## config.mk

```make
export PLATFORM = sky130hd
export DESIGN_NAME = instr_fetch_unit
export DESIGN_NICKNAME = d
export VERILOG_FILES = /design/src/rtl/instr_fetch_unit.sv
export SDC_FILE = /design/constraint.sdc
export NUM_CORES = 1
export LEC_CHECK = 0
export CORE_ASPECT_RATIO = 0.5
export CORE_MARGIN = 1.5
export CORE_UTILIZATION = 57
export DETAILED_ROUTE_END_ITERATION = 7
export DONT_BUFFER_PORTS = 1
export GPL_TIMING_DRIVEN = 0
export PLACE_DENSITY = 0.87
export SYNTH_ARGS = -nofsm -noshare
export SYNTH_HDL_FRONTEND = slang
export SYNTH_SLANG_ARGS = --single-unit
```

## constraint.sdc

```tcl
create_clock -name clk -period 2.1 [get_ports clk]
set_input_delay 0.42 -clock clk [delete_from_list [all_inputs] [get_ports clk]]
set_output_delay 0.42 -clock clk [all_outputs]
set_load 0.02 [all_outputs]
```

## src/rtl/instr_fetch_unit.sv

```systemverilog
// -----------------------------------------------------------------------------
// instr_fetch_unit
//   Holds the program counter and fetches one 32-bit instruction at a time
//   from instruction memory over a req/ready handshake. The fetched word is
//   held in an instruction register and split into decode fields. Downstream
//   stall freezes the outputs. A taken branch redirects the PC when the
//   current instruction is accepted.
//
// Ports
//   clk, reset        : clock; synchronous active-high reset
//   imem_req/addr     : fetch request and byte address (addr always == pc)
//   imem_ready/rdata  : memory response handshake and instruction word
//   stall             : downstream hold; instruction is not accepted
//   branch_taken/target : PC redirect, applied when the instruction is accepted
//   instr_valid, instr: instruction register and its valid flag
//   op_code..imm      : fixed bit slices of instr
//   pc_out, pc_plus4  : address of instr and that address + 4
//   fetch_count       : instructions accepted downstream (wraps)
// -----------------------------------------------------------------------------
module instr_fetch_unit #(
    parameter logic [31:0] RESET_PC = 32'h0000_0000
) (
    input  logic        clk,
    input  logic        reset,
    output logic        imem_req,
    output logic [31:0] imem_addr,
    input  logic        imem_ready,
    input  logic [31:0] imem_rdata,
    input  logic        stall,
    input  logic        branch_taken,
    input  logic [31:0] branch_target,
    output logic        instr_valid,
    output logic [31:0] instr,
    output logic [5:0]  op_code,
    output logic [4:0]  rs,
    output logic [4:0]  rt,
    output logic [4:0]  rd,
    output logic [4:0]  shamt,
    output logic [5:0]  func_code,
    output logic [15:0] imm,
    output logic [31:0] pc_out,
    output logic [31:0] pc_plus4,
    output logic [31:0] fetch_count
);

    typedef enum logic {
        S_REQ   = 1'b0,
        S_VALID = 1'b1
    } state_e;

    // Word alignment is forced here so a misaligned parameter cannot leak
    // onto imem_addr.
    localparam logic [31:0] RESET_PC_ALIGNED = {RESET_PC[31:2], 2'b00};

    state_e      state_q, state_d;
    logic [31:0] pc_q, pc_d;
    logic [31:0] instr_q, instr_d;
    logic [31:0] pc_out_q, pc_out_d;
    logic [31:0] cnt_q, cnt_d;

    // Low target bits are architecturally ignored.
    logic unused_tgt_bits;
    assign unused_tgt_bits = ^branch_target[1:0];

    always_comb begin
        state_d  = state_q;
        pc_d     = pc_q;
        instr_d  = instr_q;
        pc_out_d = pc_out_q;
        cnt_d    = cnt_q;
        case (state_q)
            S_REQ: begin
                if (imem_ready) begin
                    instr_d  = imem_rdata;
                    pc_out_d = pc_q;
                    state_d  = S_VALID;
                end
            end
            S_VALID: begin
                // Acceptance happens only when downstream is not stalled;
                // a branch seen during a stall is dropped.
                if (!stall) begin
                    pc_d    = branch_taken ? {branch_target[31:2], 2'b00}
                                           : pc_out_q + 32'd4;
                    cnt_d   = cnt_q + 32'd1;
                    state_d = S_REQ;
                end
            end
            default: state_d = S_REQ;
        endcase
    end

    always_ff @(posedge clk) begin
        if (reset) begin
            state_q  <= S_REQ;
            pc_q     <= RESET_PC_ALIGNED;
            instr_q  <= 32'h0;
            pc_out_q <= 32'h0;
            cnt_q    <= 32'h0;
        end else begin
            state_q  <= state_d;
            pc_q     <= pc_d;
            instr_q  <= instr_d;
            pc_out_q <= pc_out_d;
            cnt_q    <= cnt_d;
        end
    end

    assign imem_req    = (state_q == S_REQ);
    assign imem_addr   = pc_q;
    assign instr_valid = (state_q == S_VALID);
    assign instr       = instr_q;
    assign op_code     = instr_q[31:26];
    assign rs          = instr_q[25:21];
    assign rt          = instr_q[20:16];
    assign rd          = instr_q[15:11];
    assign shamt       = instr_q[10:6];
    assign func_code   = instr_q[5:0];
    assign imm         = instr_q[15:0];
    assign pc_out      = pc_out_q;
    assign pc_plus4    = pc_out_q + 32'd4;
    assign fetch_count = cnt_q;

endmodule
```

==> results of run 1 <==
==> registers in the layout, summed over array words and instances, names as in the netlist <==
register,cells
instr,32
imem_addr,32
pc_out,32
instr_valid,1
fetch_count,32
==> repair_timing <==
| item | CTS | global route |
|---|---|---|
| pin swaps | 26 | 13 |
| hold buffers | 0 | 0 |
| setup buffers | 15 | 2 |
| gates resized for setup | 108 | 35 |
| setup endpoints to repair | 113 | 98 |
| gates cloned | 1 | 0 |
==> cell type report <==
type                       count  share of cell area, %
buffer                        98                  8.301
clock buffer                  20                  5.849
clock inverter                12                  2.035
inverter                      15                 0.7212
multi-input combinational    539                  44.12
sequential                   129                  34.33
tap                          140                  2.244
timing repair buffer          18                  2.404
==> critical path: cells and delay by family (launching register included) <==
kind | cells | cell delay (ns)
and+or+nand+nor | 3 | 0.85
AOI/OAI and AO/OA | 1 | 0.30
buffers and inverters | 1 | 0.13
DFF | 1 | 0.43
==> cells in the mapped netlist (3+ instances only) <==
cell type  number  area share, %
o31a_1          6           0.85
or2_1           8           0.81
a21oi_1        87            7.1
inv_1          15           0.91
nor4_1         14            1.4
or3_1           5           0.51
o21ai_0         8           0.65
buf_4          51            6.2
nand2_1       175             11
buf_1           5           0.30
nor3_1          8           0.65
and4_1          6           0.85
xnor2_1        30            4.3
o21ai_1         6           0.49
and3_1         12            1.2
nand4_1         8           0.81
nor4_2          4           0.81
o211ai_1        5           0.61
nand2b_1        6           0.61
dfxtp_1       129             42
nor2_1         40            2.4
nor3_2          9            1.5
xor2_1         19            2.7
a31oi_1        13            1.3
nand3_1        40            3.2
o2bb2ai_1       4           0.57
clkbuf_1       40            2.4
nand3_2         3           0.49
==> layout by cell type (no fill, tap or decap), drive strengths merged, types with 2 or more instances in the layout <==
cell | Yosys | routed
xnor2 | 30 | 30
a31oi | 13 | 13
clkinvlp | 0 | 5
nor3 | 17 | 17
clkinv | 0 | 4
nor3b | 2 | 2
or4 | 2 | 2
and4 | 6 | 6
buf | 59 | 75
nor2 | 40 | 40
and2 | 2 | 2
nor4 | 18 | 18
o2bb2ai | 4 | 4
o211ai | 5 | 5
and3 | 12 | 12
nand2 | 175 | 175
nand4 | 9 | 9
clkbuf | 40 | 61
dfxtp | 129 | 129
ha | 2 | 2
a21oi | 87 | 87
o31a | 6 | 6
bufinv | 0 | 3
xor2 | 19 | 19
nand3 | 43 | 43
or3 | 5 | 5
or2 | 8 | 8
nand2b | 6 | 6
nand3b | 2 | 2
a211oi | 2 | 2
o21ai | 14 | 14
inv | 15 | 15
==> how the worst max path moves through the flow <==
| stage | startpoint | to |
|---|---|---|
| after floorplan | pc_out[5] | pc_plus4[24] |
| after global placement | instr_valid | imem_addr[12] |
| after detailed placement | instr_valid | imem_addr[18] |
| after CTS | pc_out[10] | pc_plus4[31] |
| after global routing | pc_out[13] | pc_plus4[31] |
| final | pc_out[5] | pc_plus4[20] |
==> power groups by stage <==
stage                     sequential (mW)  combinational (mW)  clock (mW)
after global placement               2.72               0.442           0
after global routing                 2.66               0.505        3.20
after CTS                            2.65               0.457        3.07
after detailed placement             2.72               0.449           0
final                                2.65               0.468        3.07
after floorplan                      2.69               0.360           0
==> metrics by stage <==
step	instance area [um2]	worst slack [ns]
finish	7807	-0.4435
global route	7807	-0.4816
CTS	7659	-0.4111
detailed placement	6431	-0.4394
global placement	6431	-0.4152
floorplan	6256	0.01435
==> metal layers <==
layer	global-route usage, %	wire length, um	up-vias
met5	0	0	-
met3	9.820	1792	37
li1	-	-	2682
met2	55.32	9674	321
met4	10.88	351	0
met1	40.78	7558	2814
==> cells by family after synthesis <==
| group | Yosys count | share of synthesized area [%] |
|---|---|---|
| flip-flops | 129 | 41.85 |
| XOR/XNOR | 49 | 6.955 |
| multiplexers | 1 | 0.1622 |
| AND/OR/NAND/NOR | 352 | 27.86 |
| adder cells (fa/ha/maj) | 2 | 0.4055 |
| buffers and inverters | 114 | 10.44 |
| AO/OA/AOI/OAI | 135 | 12.33 |
==> out/summary.txt, run 1 <==
outcome -> finished with violations
violations in the final reports -> setup timing
number of buffer cells added on primary ports -> 0
# nets final -> 889
post-synthesis area per instance -> 7.891 um2
warning count from the yosys run -> 0
cell at the slowest stage of the critical path -> dfxtp_4
final setup violation count -> 22
wire length of the first global-routing pass -> 29,590 um
number of nets still failing antenna checks after routing -> 0
total die area -> 11,500 um2
crit path setup slack, layout -> -0.4435 ns
clock tree from TritonCTS -> done
detailed placement HPWL -> 13,220 um
endpoint of the worst-slack reg-to-reg timing path -> imem_addr[31]
data arrival time of the critical path -> 2.12 ns
P_sw -> 1.613 mW
internal power of the cells -> 4.572 mW
Area Overhead vs Synth -> 26.52%
Post-route DRC -> 0
summed instance area of the synthesized netlist -> 6171 um2
Comb power frac -> 7.6%
total area of multi-input combinational cells -> 3445 um2
I/O Pins -> 279
final clock period utilization by the worst path -> 121.1%
vias after detailed routing -> 5,854
R2R depth -> 6
number of antenna violations at the first check in global routing -> 0
htree depth -> 4
synthesized instance count -> 782
register bit count reported by yosys -> 129
WL final -> 19,380 um
core area -> 10,380 um2
number of detailed-route iterations in the first pass -> 5
buffer type at the clock tree root -> clkbuf_16
critical path capture point type -> primary output
sequential power share -> 42.8%
Layout Utilization -> 75.24%
top fanout value on the critical path -> 8
Period minus WS final -> 2.543 ns
vias in the first global route -> 5,510
Fill cells -> 730
Hold Startpoint -> imem_rdata[28]
slack of the worst reg-to-reg path -> 0.01 ns
number of enable-type register cells in the synthesized netlist -> 0
fraction of layout cells with a size suffix above 1 -> 26.84%
cell-by-cell trace of the critical path -> nand4_1, or2_4, buf_6, o31a_1, or2_4
FF-to-FF Start -> pc_out[13]
horizontal die dimension -> 150.1 um
share of flip-flops with an asynchronous set or reset after synthesis -> 0%
Final Hold Viols -> 0
worst rel slew slack -> 40.18%
storage element area -> 2680 um2
number of placed instances, taps included -> 922
largest voltage drop on the vdd net -> 0.7713 mV
Overall Power -> 6.185 mW
Clock Sinks -> 129
average vias per placed instance -> 6.029
RSZ-0062 raised after global routing -> yes
top_reg_cell synth -> dfxtp_1
Setup TNS Final -> -7.052 ns
number of buffers on the longest clock path -> 2
mean routed wirelength per cell -> 19.96 um
Crit Path Class -> reg -> out
end point of the worst hold path -> instr[28]
Most Frequent Cell on Critical Path -> or2_4
placement row count -> 26
number of cells on the worst hold path -> 2
PD cells -> 792.1 nW/um2
remaining global-route overflow -> 0
insertion delay of the later-clocked pin in the worst-skew pair -> 0.41 ns
gpl congestion -> 0.8804
worst hold slack -> 0.1438 ns
switching fraction of total power -> 26.08%
Iter 0 DRT Violations -> 454
largest net degree at the start of global routing -> 17
slowest stage delay, CP -> 0.43 ns
Final Max Slew Viols -> 0
share of the yosys chip area belonging to registers -> 41.85%
Die Ht -> 76.58 um
required time of the critical path -> 1.68 ns
Clock Skews -> 0.01316 ns
type of the most critical hold path -> in -> reg
syn_nets -> 853
number of distinct library cell variants in the gate-level netlist after synthesis -> 49
fmax -> 393.2 MHz
Clock power frac -> 49.7%
static power due to leakage -> 2.862 nW
gr usage total -> 33.11%
effective utilization at floorplan -> 59.46%
Final Instance Count excl. Fillers -> 971
actual transition at the worst max-transition pin -> 0.8904 ns
CTS Buf Count -> 17
max-capacitance violation count -> 0
CTS clk-pin slew, worst paths -> 0.06 ns
count of inserted antenna diode cells -> 0
Worst Setup Start Kind -> flop
(Power assumes the default switching activity.)
==> run 2, diff against run 1 <==
--- a/config.mk
+++ b/config.mk
@@ -16,2 +16,3 @@
 export SYNTH_HDL_FRONTEND = slang
 export SYNTH_SLANG_ARGS = --single-unit
+export TNS_END_PERCENT = 20
==> constraint.sdc (replaced) <==
create_clock -name clk -period 2.1 [get_ports clk]
set_input_delay 0.315 -clock clk [delete_from_list [all_inputs] [get_ports clk]]
set_output_delay 0.315 -clock clk [all_outputs]
set_load 0.02 [all_outputs]
==> run 2 against run 1 <==
Net effect: the flow still finishes with violations (setup timing); non-clock buffer count decreased by 1; clock-buffer cell count unchanged; via count about the same; die area unchanged; register-to-register slack got worse by 0.02 ns; sequential power about the same; largest cell class unchanged; sequential share of layout area increased by 0.59 points; clock power decreased by 4%; final cell count unchanged; clock skew decreased by 0.0027 ns; flip-flop and latch count unchanged; maximum frequency increased by 4.8%; critical endpoint is now pc_plus4[24].
==> out/summary.txt, run 2 (synthesis gave the netlist of run 1 again) <==
CTS clk-pin slew, worst paths -> 0.06 ns (about the same)
effective utilization at floorplan -> 59.46% (unchanged)
clock tree from TritonCTS -> done
number of buffers on the longest clock path -> 2 (unchanged)
WL final -> 19,370 um (about the same)
routed length on met2 -> 9353 um (-3.3%)
wire length of the first global-routing pass -> 29,360 um (-0.79%)
htree depth -> 4 (unchanged)
Crit Path Class -> reg -> out
Worst Setup Start Kind -> flop
mean routed wirelength per cell -> 19.95 um (about the same)
largest voltage drop on the vdd net -> 0.6207 mV (-20%)
insertion delay of the later-clocked pin in the worst-skew pair -> 0.40 ns (about the same)
final clock period utilization by the worst path -> 115.6% (-5.6 points)
actual transition at the worst max-transition pin -> 0.7394 ns (-0.1510 ns)
horizontal die dimension -> 150.1 um (unchanged)
Iter 0 DRT Violations -> 446 (-1.8%)
gr usage total -> 32.57% (-0.55 points)
Layout Utilization -> 73.99% (-1.2 points)
Area Overhead vs Synth -> 24.43%
data arrival time of the critical path -> 2.11 ns (about the same)
leading cell type in the layout, fill and taps excluded -> nand2_1
pre-CTS worst setup slack -> -0.4434 ns (-0.003942 ns)
detailed route wirelength on metal3 -> 1682 um (-6.1%)
Top Metal Used -> met4
largest net degree at the start of global routing -> 17 (unchanged)
gpl congestion -> 0.8813 (+0.10%)
RSZ-0062 raised after global routing -> yes
fraction of layout cells with a size suffix above 1 -> 26.39% (-0.45 points)
number of antenna violations at the first check in global routing -> 1 (+1)
violations in the final reports -> setup timing
detailed placement HPWL -> 13,380 um (+1.2%)
outcome -> finished with violations
Die Ht -> 76.58 um (unchanged)
Hold Startpoint -> imem_rdata[0]
crit path setup slack, layout -> -0.3268 ns (+0.1167 ns)
max-capacitance violation count -> 0 (unchanged)
fmax -> 412.1 MHz (+4.8%)
R2R depth -> 6 (unchanged)
Final Hold Viols -> 0 (unchanged)
number of cells on the worst hold path -> 2 (unchanged)
number of buffer cells added on primary ports -> 0 (unchanged)
PD cells -> 791.0 nW/um2 (-0.14%)
met1 routed wirelength after detailed routing -> 7895 um (+4.5%)
final setup violation count -> 22 (unchanged)
total die area -> 11,500 um2 (unchanged)
most used cells in the layout excluding fill and tap cells -> 172 x nand2_1, 92 x dfxtp_1, 87 x a21oi_1, 61 x buf_4
vias after detailed routing -> 5,859 (+0.085%)
worst rel slew slack -> 50.33% (+10 points)
final cell area excluding filler cells -> 7679 um2 (-1.7%)
Clock Sinks -> 129 (unchanged)
core area -> 10,380 um2 (unchanged)
Period minus WS final -> 2.427 ns (-0.1167 ns)
Post-route DRC -> 0 (unchanged)
remaining global-route overflow -> 0 (unchanged)
buffer type at the clock tree root -> clkbuf_16
# nets final -> 888 (-0.11%)
placement row count -> 26 (unchanged)
I/O Pins -> 279 (unchanged)
Cell Area, Placed -> 6362 um2 (-1.1%)
vias in the first global route -> 5,480 (-0.54%)
required time of the critical path -> 1.78 ns (+0.10 ns)
slack of the worst reg-to-reg path -> -0.01 ns (-0.02 ns)
end point of the worst hold path -> instr[0]
Clock Skews -> 0.01050 ns (-0.002657 ns)
number of hold buffers added after CTS -> 0 (unchanged)
top fanout value on the critical path -> 6 (-2)
FF-to-FF Start -> instr_valid
Final Max Slew Viols -> 0 (unchanged)
type of the most critical hold path -> in -> reg
CTS Buf Count -> 17 (unchanged)
average vias per placed instance -> 6.034 (about the same)
critical path capture point type -> primary output
number of detailed-route iterations in the first pass -> 5 (unchanged)
number of nets still failing antenna checks after routing -> 0 (unchanged)
static power due to leakage -> 2.857 nW (-0.20%)
endpoint of the worst-slack reg-to-reg timing path -> pc_out[18]
-- run 2: layout make-up --
class	instances	area, um2
Multi-Input combinational cell	539	3372
Fill cell	754	2699
Sequential cell	129	2681
Buffer	98	639.4
Clock buffer	20	466.7
Tap cell	140	175.2
Timing Repair Buffer	17	152.6
Clock inverter	12	132.6
Inverter	15	56.30
Antenna cell	1	2.502
-- run 2: worst max path at each step --
stage / startpoint / endpoint / slack [ns] / depth (start not counted)
6_report: pc_out[7] / pc_plus4[24] / -0.33 / 5
5_1_grt: pc_out[5] / pc_plus4[24] / -0.35 / 5
4_1_cts: pc_out[4] / pc_plus4[31] / -0.31 / 5
3_5_place_dp: pc_out[13] / pc_plus4[30] / -0.44 / 5
3_3_place_gp: pc_out[13] / pc_plus4[30] / -0.39 / 5
2_1_floorplan: pc_out[13] / pc_plus4[30] / -0.06 / 5
-- run 2: stage by stage --
| step | instances | setup TNS (ns) | total power, mW | hold WS, ns |
|---|---|---|---|---|
| 4_1_cts | 965 | -4.283 | 6.086 | 0.03659 |
| 6_report | 971 | -4.219 | 6.074 | 0.04501 |
| 2_1_floorplan | 782 | -0.06129 | 3.051 | 0.4505 |
| 3_5_place_dp | 922 | -14.52 | 3.167 | 0.4587 |
| 5_1_grt | 971 | -6.313 | 6.260 | 0.04268 |
| 3_3_place_gp | 922 | -11.56 | 3.154 | 0.4530 |
-- run 2: what timing repair did --
action	CTS	global route
gates resized for setup	121	35
endpoints found under the setup margin	110	92
gates cloned	1	0
setup buffers	10	7
hold endpoints to repair	0	0
pin swaps	22	16
-- run 2: report_power, final --
part | total (mW) | switching (mW) | internal [mW]
sequential | 2.65 | 0.159 | 2.49
combinational | 0.465 | 0.317 | 0.148
clock | 2.96 | 1.11 | 1.85
-- run 2: worst max-delay path, stage by stage (launching register included) --
cell	delay, ns
dfxtp_4	0.42
nand4_1	0.23
or2_4	0.36
clkbuf_16	0.17
o31a_1	0.26
or2_4	0.27
-- run 2: per-layer routing --
layer	track usage, %	up-vias
li1	-	2686
met1	40.28	2822
met2	54.59	303
met3	8.623	48
met4	11.47	0
met5	0	-
==> run 3, diff against run 2 <==
- CORE_UTILIZATION: 57 -> 55
- PLACE_DENSITY: 0.87 -> 0.82
- clock period: 2.1 -> 2.36 ns (I/O delays scaled with it)
==> run 3 against run 2 <==
Net effect: the flow still finishes with violations (setup timing); clock-buffer cell count shrank 2; first-iteration DRC count is 7.6% higher; final area down 3.2%; critical endpoint is now pc_plus4[26]; core utilization down 6.1 points; power down 9.7%; sequential power fell by 11%; critical path depth rose by 1; via count is 2.2% lower; hold slack better by 0.036 ns.
==> out/summary.txt, run 3 (synthesis gave the netlist of run 1 again) <==
Clock Skews -> 0.01243 ns (+0.001925 ns)
Overall Power -> 5.487 mW (-9.7%)
final setup violation count -> 14 (-36%)
final clock period utilization by the worst path -> 104.0%
Most Frequent Cell on Critical Path -> or2_4
# nets final -> 879 (-1.0%)
fmax -> 407.3 MHz
horizontal die dimension -> 152.8 um (+1.8%)
Crit Path Class -> reg -> out
gpl congestion -> 0.8702 (-1.3%)
crit path setup slack, layout -> -0.09515 ns (+0.2316 ns)
Die Ht -> 77.90 um (+1.7%)
number of buffers on the longest clock path -> 2 (unchanged)
number of buffer cells added on primary ports -> 0 (unchanged)
Worst Setup Start Kind -> flop
htree depth -> 4 (unchanged)
top fanout value on the critical path -> 10 (+4)
type of the most critical hold path -> in -> reg
slack of the worst reg-to-reg path -> 0.02 ns (+0.03 ns)
endpoint of the worst-slack reg-to-reg timing path -> pc_out[28]
vias after detailed routing -> 5,730 (-2.2%)
Final Hold Viols -> 0 (unchanged)
count of inserted antenna diode cells -> 0 (-1)
largest voltage drop on the vdd net -> 0.5963 mV (-3.9%)
Cell Area, Placed -> 6352 um2 (-0.16%)
largest delay contributor family on the critical path -> simple AND/OR/NAND/NOR gates
Final Max Slew Viols -> 0 (unchanged)
number of detailed-route iterations in the first pass -> 5 (unchanged)
number of antenna violations at the first check in global routing -> 0 (-1)
cell-by-cell trace of the critical path -> ha_4, nand3_4, or2_4, clkbuf_16, o31a_1, or2_4
worst hold slack -> 0.08149 ns (+0.03647 ns)
largest net degree at the start of global routing -> 17 (unchanged)
number of hold buffers added after CTS -> 0 (unchanged)
most used cells in the layout excluding fill and tap cells -> 173 x nand2_1, 101 x dfxtp_1, 87 x a21oi_1, 57 x buf_4, 40 x nor2_1
Worst Path Buf+Inv -> 1 (unchanged)
static power due to leakage -> 2.680 nW (-6.2%)
wire length of the first global-routing pass -> 28,400 um (-3.3%)
FF-to-FF Start -> instr_valid
Clock Sinks -> 129 (unchanged)
critical path capture point type -> primary output
vias in the first global route -> 5,262 (-4.0%)
buffer type at the clock tree root -> clkbuf_16
Period minus WS final -> 2.455 ns
end point of the worst hold path -> instr[13]
number of nets still failing antenna checks after routing -> 0 (unchanged)
outcome -> finished with violations
Iter 0 DRT Violations -> 480 (+7.6%)
effective utilization at floorplan -> 56.38% (-3.1 points)
Post-route DRC -> 0 (unchanged)
actual transition at the worst max-transition pin -> 0.7550 ns (+0.01568 ns)
CTS Buf Count -> 17 (unchanged)
Area Overhead vs Synth -> 20.50%
average vias per placed instance -> 5.932 (-1.7%)
final cell area excluding filler cells -> 7436 um2 (-3.2%)
leading cell type in the layout, fill and taps excluded -> nand2_1
CTS clk-pin slew, worst paths -> 0.06 ns (about the same)
number of cells on the worst hold path -> 2 (unchanged)
RSZ-0062 raised after global routing -> yes
R2R depth -> 6 (unchanged)
max-capacitance violation count -> 0 (unchanged)
I/O Pins -> 279 (unchanged)
violations in the final reports -> setup timing
Hold Startpoint -> imem_rdata[13]
data arrival time of the critical path -> 2.10 ns (about the same)
core area -> 10,950 um2 (+5.5%)
total die area -> 11,900 um2 (+3.5%)
clock tree from TritonCTS -> done
detailed placement HPWL -> 13,290 um (-0.71%)
insertion delay of the later-clocked pin in the worst-skew pair -> 0.40 ns (about the same)
placement row count -> 27 (+3.8%)
slowest stage delay, CP -> 0.43 ns (about the same)
WL final -> 18,800 um (-3.0%)
remaining global-route overflow -> 0 (unchanged)
fraction of layout cells with a size suffix above 1 -> 22.41% (-4.0 points)
cell at the slowest stage of the critical path -> dfxtp_4
required time of the critical path -> 2.01 ns (+0.23 ns)
worst rel slew slack -> 49.28% (-1.1 points)
mean routed wirelength per cell -> 19.46 um (-2.5%)
gr usage total -> 30.08% (-2.5 points)
pre-CTS worst setup slack -> -0.3969 ns (+0.04647 ns)
PD cells -> 737.9 nW/um2 (-6.7%)
[run 3: changes by cell type in the layout (fill, tap and decap cells not counted), moves of 4 or more]
cell,before,now
dfxtp_1,92,101
buf_6,7,2
dfxtp_4,21,16
buf_4,61,57
dfxtp_2,16,12
inv_6,1,5
nor4_4,8,4
[run 3: worst reg2reg max path, stage by stage (launching register included)]
cell and delay [ns]:
dfxtp_1 0.59, inv_1 0.26, nand2_1 0.13, clkbuf_1 0.46, buf_1 0.47, nand2_1 0.16
a21oi_1 0.20
[run 3: stage by stage]
| step | instances | TNS, ns | util [%] |
|---|---|---|---|
| 2_1_floorplan | 782 | 0 | - |
| 3_3_place_gp | 927 | -4.212 | 58.04 |
| 3_5_place_dp | 927 | -5.272 | 58.04 |
| 4_1_cts | 967 | -0.7414 | 67.12 |
| 5_1_grt | 966 | -1.875 | 67.94 |
| 6_report | 966 | -0.6737 | 67.94 |
[run 3: layer usage]
layer / part of all wire [%] / up-vias / global-route usage, %
met4: 1.5 / 0 / 8.750
met1: 43 / 2754 / 39.76
met2: 48 / 287 / 48.92
li1: - / 2658 / -
met3: 7.9 / 31 / 7.542
met5: 0 / - / 0
[run 3: layout make-up]
class / count / area [um2]
Fill cell: 880 / 3510
Multi-Input combinational cell: 539 / 3223
Sequential cell: 129 / 2658
Buffer: 98 / 631.9
Clock buffer: 18 / 429.2
Tap cell: 145 / 181.4
Clock inverter: 14 / 180.2
Timing Repair Buffer: 8 / 76.32
Inverter: 15 / 56.30
[run 3: timing repair]
action | CTS | global route
buffers inserted | 8 | 0
setup endpoints to repair | 47 | 75
gates cloned | 0 | 0
gates resized for setup | 91 | 25
pin swaps | 9 | 12
[run 3: report_power, final]
part / total, mW / switching (mW) / internal (mW)
logic: 0.409 / 0.279 / 0.129
clock network: 2.72 / 1.04 / 1.68
registers: 2.36 / 0.140 / 2.22
[run 3: worst max-delay path by stage]
stage	depth (start not counted)	endpoint	start
floorplan	6	pc_plus4[24]	pc_out[2]
global placement	6	pc_plus4[30]	pc_out[2]
detailed placement	6	pc_plus4[30]	pc_out[2]
CTS	5	pc_plus4[31]	pc_out[4]
global route	4	pc_plus4[31]	pc_out[13]
finish	6	pc_plus4[26]	pc_out[2]
